File: src/rtl/fifo_wr_arbiter.sv
// Round-robin arbiter sharing one FIFO write port among num_req requesters.
// A grant lasts up to max_burst beats and is handed on in the same cycle it
// ends, so back-to-back grants have no idle bubble. Data passes straight
// through from the holder's slice to fifo_data_in with no added latency.
// Optional feature: define FIFO_WR_ARB_STATS_EN to add saturating per-requester
// beat counters (stat_beats) and a stall-cycle counter (stat_stall).
module fifo_wr_arbiter #(
   parameter int data_width = 8,
   parameter int num_req    = 4,
   parameter int max_burst  = 4
) (
   input  logic                            wr_clk,
   input  logic                            wr_rst,
   input  logic [num_req-1:0]              req_valid,
   input  logic [num_req*data_width-1:0]   req_data,
   output logic [num_req-1:0]              req_ready,
   output logic [data_width-1:0]           fifo_data_in,
   output logic                            fifo_wr_en,
   input  logic                            fifo_full,
   output logic [$clog2(num_req)-1:0]      grant_id,
   output logic                            busy
`ifdef FIFO_WR_ARB_STATS_EN
   ,
   output logic [num_req*16-1:0]           stat_beats,
   output logic [15:0]                     stat_stall
`endif
);

   localparam int IDW = $clog2(num_req);

   typedef enum logic {IDLE, GRANT} state_t;

   state_t                state, state_n;
   logic [IDW-1:0]        grant_n;
   logic [IDW-1:0]        rr_ptr, rr_n, rr_inc;
   logic [7:0]            beat_cnt, beat_n;
   logic                  burst_done, release_g;
   logic [data_width-1:0] req_word [num_req];

   for (genvar i = 0; i < num_req; i++) begin : g_unpack
      assign req_word[i] = req_data[i*data_width +: data_width];
   end

   // First requester with valid set, searching from start upward with wrap.
   function automatic logic [IDW-1:0] pick(input logic [num_req-1:0] v,
                                           input logic [IDW-1:0]     start);
      logic [IDW-1:0] r;
      int             idx;
      r = start;
      for (int k = num_req - 1; k >= 0; k--) begin
         idx = (int'(start) + k) % num_req;
         if (v[IDW'(idx)]) r = IDW'(idx);
      end
      return r;
   endfunction

   // Port-facing outputs; everything is forced quiet while reset is held.
   always_comb begin
      req_ready    = '0;
      fifo_wr_en   = 1'b0;
      fifo_data_in = '0;
      busy         = 1'b0;
      if (state == GRANT && !wr_rst) begin
         busy                = 1'b1;
         req_ready[grant_id] = !fifo_full;
         fifo_wr_en          = req_valid[grant_id] && !fifo_full;
         if (fifo_wr_en) fifo_data_in = req_word[grant_id];
      end
   end

   // Next-state: grant on request in IDLE, release/re-arbitrate in GRANT.
   always_comb begin
      state_n    = state;
      grant_n    = grant_id;
      rr_n       = rr_ptr;
      beat_n     = beat_cnt;
      rr_inc     = (grant_id == IDW'(num_req - 1)) ? '0 : grant_id + 1'b1;
      burst_done = fifo_wr_en && (({1'b0, beat_cnt} + 9'd1) == 9'(max_burst));
      // A dropped valid only counts once the FIFO can accept again.
      release_g  = burst_done || (!req_valid[grant_id] && !fifo_full);
      case (state)
         IDLE: begin
            if (|req_valid) begin
               state_n = GRANT;
               grant_n = pick(req_valid, rr_ptr);
               beat_n  = '0;
            end
         end
         GRANT: begin
            if (release_g) begin
               rr_n   = rr_inc;
               beat_n = '0;
               if (|req_valid) grant_n = pick(req_valid, rr_inc);
               else            state_n = IDLE;
            end else if (fifo_wr_en) begin
               beat_n = beat_cnt + 8'd1;
            end
         end
         default: state_n = IDLE;
      endcase
   end

   // State register; reset abandons any burst in progress.
   always_ff @(posedge wr_clk) begin
      if (wr_rst) begin
         state    <= IDLE;
         grant_id <= '0;
         rr_ptr   <= '0;
         beat_cnt <= '0;
      end else begin
         state    <= state_n;
         grant_id <= grant_n;
         rr_ptr   <= rr_n;
         beat_cnt <= beat_n;
      end
   end

`ifdef FIFO_WR_ARB_STATS_EN
   // Saturating counters of accepted beats per requester and of stalled grant cycles.
   always_ff @(posedge wr_clk) begin
      if (wr_rst) begin
         stat_beats <= '0;
         stat_stall <= '0;
      end else begin
         for (int i = 0; i < num_req; i++) begin
            if (fifo_wr_en && grant_id == IDW'(i) && stat_beats[i*16 +: 16] != 16'hFFFF)
               stat_beats[i*16 +: 16] <= stat_beats[i*16 +: 16] + 16'd1;
         end
         if (state == GRANT && fifo_full && req_valid[grant_id] && stat_stall != 16'hFFFF)
            stat_stall <= stat_stall + 16'd1;
      end
   end
`endif

endmodule

File: config.mk
export PLATFORM = sky130hd
export DESIGN_NAME = fifo_wr_arbiter
export DESIGN_NICKNAME = d
export VERILOG_FILES = /design/src/rtl/fifo_wr_arbiter.sv
export SDC_FILE = /design/constraint.sdc
export NUM_CORES = 1
export LEC_CHECK = 0
export ABC_AREA = 1
export CAP_MARGIN = 20
export CELL_PAD_IN_SITES_DETAIL_PLACEMENT = 1
export CELL_PAD_IN_SITES_GLOBAL_PLACEMENT = 2
export CORE_ASPECT_RATIO = 0.6
export CORE_UTILIZATION = 23
export CTS_CLUSTER_DIAMETER = 30
export DETAILED_ROUTE_END_ITERATION = 10
export PLACE_DENSITY_LB_ADDON = 0.1
export SYNTH_ARGS = -nofsm -noshare
export SYNTH_HDL_FRONTEND = slang
export SYNTH_SLANG_ARGS = --single-unit
File: constraint.sdc
create_clock -name wr_clk -period 4.1 [get_ports wr_clk]
set_clock_uncertainty 0.15 [all_clocks]
set_input_delay 0.41 -clock wr_clk [delete_from_list [all_inputs] [get_ports wr_clk]]
set_output_delay 0.41 -clock wr_clk [all_outputs]
set_load 0.005 [all_outputs]
==> results of run 1 <==
cell families (layout without fill, tap and decap cells):
| logic type | after synthesis | in the layout | synth area share |
|---|---|---|---|
| flip-flops | 13 | 13 | 0.164 |
| AND/OR/NAND/NOR | 186 | 186 | 0.500 |
| adder cells (fa/ha/maj) | 5 | 5 | 0.0393 |
| XOR/XNOR | 3 | 3 | 0.0165 |
| AO/OA/AOI/OAI | 50 | 50 | 0.162 |
| buffers and inverters | 43 | 93 | 0.118 |
routing by layer:
layer,global-route usage,wire [um]
met3,0.0325,233
met5,0,0
met1,0.275,3590
met2,0.223,1990
met4,0.0200,21
worst register-to-register path: stages (launching register included):
cell                      delay (ns)
sky130_fd_sc_hd__dfxtp_1        0.30
sky130_fd_sc_hd__buf_4          0.26
sky130_fd_sc_hd__inv_1          0.38
sky130_fd_sc_hd__ha_1           0.56
sky130_fd_sc_hd__inv_1          0.13
sky130_fd_sc_hd__nand2_1        0.09
sky130_fd_sc_hd__nand2_1        0.07
sky130_fd_sc_hd__o21ai_0        0.17
sky130_fd_sc_hd__nand2_1        0.07
sky130_fd_sc_hd__nand2_1        0.06
sky130_fd_sc_hd__nand2_1        0.06
sky130_fd_sc_hd__nand2_1        0.07
sky130_fd_sc_hd__nand2_1        0.05
sky130_fd_sc_hd__nand2_1        0.08
sky130_fd_sc_hd__nor2_1         0.04
sky130_fd_sc_hd__nor2_1         0.07
sequential cells by signal (all words and copies together) (netlist names):
name      cells
beat_cnt      8
grant_id      2
rr_ptr        2
state         1
cell type report:
class | count | area [um^2]
Fill cell | 898 | 4410
Multi-Input combinational cell | 244 | 1140
Timing Repair Buffer | 56 | 556
Sequential cell | 13 | 260
Inverter | 33 | 124
Tap cell | 87 | 109
Clock buffer | 4 | 78.8
per-stage QoR:
step	worst slack [ns]	power, mW	instances	utilization	hold slack [ns]
after global routing	0.827	0.886	437	0.340	0.381
after global placement	1.18	0.621	433	0.328	0.335
after detailed placement	1.17	0.617	433	0.328	0.333
after CTS	1.05	0.807	437	0.340	0.340
after floorplan	1.88	0.481	300	-	0.301
final	1.07	0.801	437	0.340	0.343
path summary, 6_finish.rpt:
kind | end | slack [ns] | depth (start not counted)
worst max-delay path | fifo_data_in[0] | 1.07 | 8
worst min-delay path | beat_cnt[7] | 0.34 | 2
worst max register to register | grant_id[1] | 1.41 | 15
worst min register to register | beat_cnt[7] | 0.34 | 2
power by group through the flow:
| stage | clock [mW] | combinational, mW | sequential [mW] |
|---|---|---|---|
| final | 0.189 | 0.444 | 0.168 |
| after global routing | 0.197 | 0.516 | 0.172 |
| after CTS | 0.190 | 0.449 | 0.168 |
| after detailed placement | 0 | 0.446 | 0.170 |
| after global placement | 0 | 0.451 | 0.170 |
| after floorplan | 0 | 0.321 | 0.160 |
layout by cell type, fill, tap and decap left out:
master,instances
sky130_fd_sc_hd__nand2_1,100
sky130_fd_sc_hd__clkdlybuf4s50_1,54
sky130_fd_sc_hd__nor2_1,50
sky130_fd_sc_hd__inv_1,31
sky130_fd_sc_hd__o21ai_0,28
sky130_fd_sc_hd__nand3_1,20
sky130_fd_sc_hd__a21oi_1,18
sky130_fd_sc_hd__dfxtp_1,13
sky130_fd_sc_hd__ha_1,5
sky130_fd_sc_hd__nand3_2,3
sky130_fd_sc_hd__xor2_1,3
sky130_fd_sc_hd__clkbuf_16,3
sky130_fd_sc_hd__nand2_2,2
sky130_fd_sc_hd__nor2_4,2
sky130_fd_sc_hd__nand2_4,2
sky130_fd_sc_hd__nand3b_1,2
sky130_fd_sc_hd__inv_2,2
sky130_fd_sc_hd__o21ai_1,2
sky130_fd_sc_hd__buf_4,2
sky130_fd_sc_hd__nor3_1,1
sky130_fd_sc_hd__nor2_2,1
sky130_fd_sc_hd__nand4_1,1
sky130_fd_sc_hd__nor4_1,1
sky130_fd_sc_hd__or2_1,1
sky130_fd_sc_hd__a21oi_2,1
sky130_fd_sc_hd__o21ai_2,1
sky130_fd_sc_hd__clkbuf_1,1
==> flow_summary.yaml, run 1 <==
status:
  outcome: "completed"
timing:
  timing.final.crit_share: 0.739
  final-setup-viol-count: 0
  max_slew.worst_pin.slew_ns: 0.671
  grt_setup_unrepaired: "no"
  fin_hold_viols: 0
  final_max_slew_viol_count: 0
  post-route-min-period_ns: 3.03
  slew_headroom: 0.552
  achievable-frequency_ghz: 0.330
  totalNegativeSetupSlack_ns: 0
pwr:
  switching_share: 0.445
  share_seq_of_total_power: 0.210
  power_switching_uw: 356
  powerDensity_mw_per_mm2: 353
  leakage_nw: 1.05
  max-vdd-ir-drop_mv: 0.158
  clockPowerShare: 0.236
  cell_internal_pwr_uw: 445
  share_comb_of_total_power: 0.554
clocking:
  number_of_buffers_added_to_fix_hold_violations_after_cts: 0
  cts-resized-gates: 0
  insertion_delay_ns: 0.24
  cts_htree_levels: 1
  cts_setup_buffers: 0
  tritoncts_clock_tree: "done"
  clock_pin_slew_on_the_worst_setup_and_hold_paths_ns: 0.05
  clock_sinks: 13
  ctsLongestPathBuffers: 2
  cts_root_buf: "sky130_fd_sc_hd__clkbuf_16"
  cts-buffers-inserted: 3
min_path:
  worst_min_delay_path_startpoint: "beat_cnt[7]"
  holdCritPathClass: "reg2reg"
setup_path:
  setup.worst_path.start: "grant_id[0]"
  timing.critical_path.slowest_stage_cell: "sky130_fd_sc_hd__clkdlybuf4s50_1"
  worstSetupPathType: "reg2out"
  worstReg2RegStart: "grant_id[0]"
  crit_end_category: "primary output"
  worst_path_largest_cell_delay_ns: 0.54
  cpLargestDelayFamily: "buffers and inverters"
  critical_path.max_fanout: 23
  cp_data_required_time_ns: 3.54
  path_cells: "buf_4 > inv_1 > nand2_1 > nand3_1 > nand2_1 > nand2_4 > a21oi_1 > clkdlybuf4s50_1"
  cp_data_arrival_time_ns: 2.47
  path_common_cell: "sky130_fd_sc_hd__nand2_1"
  timing.critical_path.buf_inv: 3
  critical_path.startpoint_type: "flop"
logic_synthesis:
  synth.distinct_cells: 26
  async_set_or_reset_flop_fraction_in_the_synthesized_netlist: 0
  synth_most_common_cell: "sky130_fd_sc_hd__nand2_1"
  post-synth-top-area-fraction: 0.236
  synth_ff_type: "sky130_fd_sc_hd__dfxtp_1"
  synth_cells: 300
  synth_enable_flop_cells: 0
  postSynthRegisterBits: 13
  synth.cells.most_frequent: "sky130_fd_sc_hd__nand2_1 (100), sky130_fd_sc_hd__nor2_1 (50), sky130_fd_sc_hd__inv_1 (31)"
  syn_area_mm2: 0.00159
  synthesis.nets: 344
  synth_top_cells_by_area: "sky130_fd_sc_hd__nand2_1 (24%), sky130_fd_sc_hd__dfxtp_1 (16%), sky130_fd_sc_hd__nor2_1 (12%)"
  postSynthAreaPerCell_um2: 5.30
  synth.largest_area_cell: "sky130_fd_sc_hd__nand2_1"
  seq_area_frac_synth: 0.164
  ys_warn_count: 0
finish:
  drive_gt1_frac: 0.0543
  final_cell_area_mm2: 0.00227
  final_nets: 395
  flow.area_growth_from_synthesis_pct: 42.7
  diodes: 0
route:
  routed_wl_um: 5830
  detail_route.drc_violations: 0
  via_count: 1936
  detailedRoute.firstPassIterationCount: 4
  routed_wire_length_per_instance_um: 13.3
  route.antenna.remaining_nets: 0
  drt_iter0_drc: 73
  viasPerCell: 4.43
global_route:
  grt_start_max_net_pins: 24
  antenna_found_initial: 0
  grt_pass1_wl_um: 9540
  grt_remaining_overflow: 0
  track_usage: 0.169
  grt_pass1_vias: 1940
floorplan:
  dieArea_mm2: 0.00726
  die-width_um: 109
  io_pins: 55
  core-area_mm2: 0.00668
  initial_utilization: 0.238
  die-height_um: 66.4
  placement_rows: 23
place:
  port-buffer-count: 54
  routabilityCongestion: 0.800
  place.detailed.hpwl_um: 4600
  place_area_mm2: 0.00219
job:
  maxCapViolCount: 0
(Power assumes the default switching activity.)
==> run 2: changes to the inputs <==
--- a/config.mk
+++ b/config.mk
@@ -10,7 +10,7 @@
 export CELL_PAD_IN_SITES_DETAIL_PLACEMENT = 1
 export CELL_PAD_IN_SITES_GLOBAL_PLACEMENT = 2
 export CORE_ASPECT_RATIO = 0.6
-export CORE_UTILIZATION = 23
+export CORE_UTILIZATION = 19
 export CTS_CLUSTER_DIAMETER = 30
 export DETAILED_ROUTE_END_ITERATION = 10
 export PLACE_DENSITY_LB_ADDON = 0.1
==> constraint.sdc (replaced) <==
create_clock -name wr_clk -period 2.62 [get_ports wr_clk]
set_clock_uncertainty 0.15 [all_clocks]
set_input_delay 0.262 -clock wr_clk [delete_from_list [all_inputs] [get_ports wr_clk]]
set_output_delay 0.262 -clock wr_clk [all_outputs]
set_load 0.005 [all_outputs]
==> run 2 against run 1 <==
Die area grew 21%. Worst hold slack lost 0.0048 ns. Setup slack lost 0.87 ns. Sequential share of layout area shrank 0.28 points. Global-route usage shrank 2.4 points. Non-clock buffer count grew 4. Final cell count grew 5.7%. Critical path depth is the same. Largest power group unchanged. Sequential power grew 55%.
==> flow_summary.yaml, run 2 (synthesis gave the netlist of run 1 again) <==
global_route:
  grt_pass1_wl_um: 10100
  antenna_found_initial: 0
  track_usage: 0.145
  grt_pass1_vias: 2054
  grt_remaining_overflow: 0
  grt_start_max_net_pins: 20
setup_path:
  timing.critical_path.slowest_stage_cell: "sky130_fd_sc_hd__clkdlybuf4s50_1"
  crit-reg2reg-capture: "grant_id[0]"
  cp_data_required_time_ns: 2.21
  cp_data_arrival_time_ns: 2.01
  critical_path.startpoint_type: "input port"
  crit_end_category: "primary output"
  setup.worst_path.start: "req_valid[2]"
  worst-r2r-setup-slack_ns: 0.40
  worst-r2r-cell-count: 16
  critical_path.max_fanout: 10
  worstReg2RegStart: "grant_id[1]"
  worst_path_largest_cell_delay_ns: 0.54
  path_cells: "clkdlybuf4s50_1 > inv_1 > nand2_1 > nand3_1 > nand2_1 > nand2_4 > a21oi_1 > clkdlybuf4s50_1"
  worstSetupPathType: "in2out"
pwr:
  finalPower_mw: 1.28
  max-vdd-ir-drop_mv: 0.232
  leakage_nw: 1.07
  powerDensity_mw_per_mm2: 550
timing:
  grt_setup_unrepaired: "no"
  post-route-min-period_ns: 2.42
  final_worst_hold_slack_ns: 0.338
  achievable-frequency_ghz: 0.413
  fin_hold_viols: 0
  totalNegativeSetupSlack_ns: 0
  slew_headroom: 0.731
  final-setup-viol-count: 0
  timing.final.crit_share: 0.925
  final_max_slew_viol_count: 0
  max_slew.worst_pin.slew_ns: 0.399
min_path:
  holdCritPathClass: "reg2reg"
  hold_depth: 2
  worst_min_delay_path_startpoint: "beat_cnt[7]"
  endpoint_of_the_worst_hold_timing_path: "beat_cnt[7]"
clocking:
  clock_pin_slew_on_the_worst_setup_and_hold_paths_ns: 0.05
  cts_htree_levels: 1
  ctsLongestPathBuffers: 2
  clock_sinks: 13
  cts-buffers-inserted: 3
  cts-resized-gates: 0
  number_of_buffers_added_to_fix_hold_violations_after_cts: 0
  insertion_delay_ns: 0.24
  cts_root_buf: "sky130_fd_sc_hd__clkbuf_16"
  cts_setup_buffers: 0
  tritoncts_clock_tree: "done"
finish:
  max_ffs_per_register: 8
  registers.top_by_ff_count: "beat_cnt"
  drive_gt1_frac: 0.0678
  diodes: 0
  mostFrequentLayoutCells: "sky130_fd_sc_hd__nand2_1 (100), sky130_fd_sc_hd__clkdlybuf4s50_1 (54), sky130_fd_sc_hd__nor2_1 (50)"
  flow.area_growth_from_synthesis_pct: 46.3
  layout.cells.most_common: "sky130_fd_sc_hd__nand2_1"
  layoutNonFillerInstCount: 462
  final_nets: 399
  largest_registers: "beat_cnt: 8 flops, grant_id: 2 flops, rr_ptr: 2 flops"
floorplan:
  dieArea_mm2: 0.00875
  initial_utilization: 0.199
  core-area_mm2: 0.00798
  die-width_um: 120
  die-height_um: 72.9
  placement_rows: 25
  io_pins: 55
place:
  place.detailed.instances: 458
  place.detailed.hpwl_um: 4880
  routabilityCongestion: 0.764
  port-buffer-count: 54
route:
  routed_wl_um: 6030
  routed_wire_length_per_instance_um: 13.0
  viasPerCell: 4.21
  drt_iter0_drc: 76
  detailedRoute.firstPassIterationCount: 4
  detail_route.drc_violations: 0
  via_count: 1945
  route.antenna.remaining_nets: 0
status:
  outcome: "completed"
job:
  maxCapViolCount: 0
-- run 2: power by group --
group          leakage (nW)  total [mW]  internal [mW]  switching [mW]
logic                 0.926       0.728          0.282           0.446
registers             0.107       0.261          0.224          0.0370
clock network        0.0409       0.291          0.203          0.0881
-- run 2: critical path, delay by kind of cell --
kind	cells	cell delay, ns
and+or+nand+nor	4	0.42
buffers and inverters	3	1.18
AOI/OAI and AO/OA	1	0.14
-- run 2: how the worst max path moves through the flow --
stage	endpoint	slack, ns	depth (start not counted)
6_report	fifo_data_in[4]	0.20	8
5_1_grt	fifo_data_in[4]	0.04	8
4_1_cts	fifo_data_in[4]	0.18	8
3_5_place_dp	fifo_data_in[4]	0.18	8
3_3_place_gp	fifo_data_in[0]	0.23	8
2_1_floorplan	grant_id[0]	0.40	16
-- run 2: layout make-up --
class	count	area [um^2]
well taps	108	135
multi-input cells	244	1140
fillers	1054	5650
repair buffers	60	586
clock inverters	1	5.00
flip-flops and latches	13	260
clock buffers	3	75.1
inverters	33	124
-- run 2: per-layer routing --
layer	wire, um	vias to the layer above	part of all wire	GRT usage
met5	0	-	0	0
met4	12	0	0.0020	0.0125
met3	272	2	0.045	0.0273
met2	2080	38	0.35	0.197
met1	3660	851	0.61	0.234
li1	-	1054	-	-
-- run 2: stage by stage --
step / setup WS, ns / util / instance area (um^2)
after global placement: 0.234 / 0.282 / 2250
final: 0.197 / 0.292 / 2330
after detailed placement: 0.185 / 0.282 / 2250
after floorplan: 0.398 / - / 1590
after CTS: 0.176 / 0.292 / 2330
after global routing: 0.0371 / 0.292 / 2330
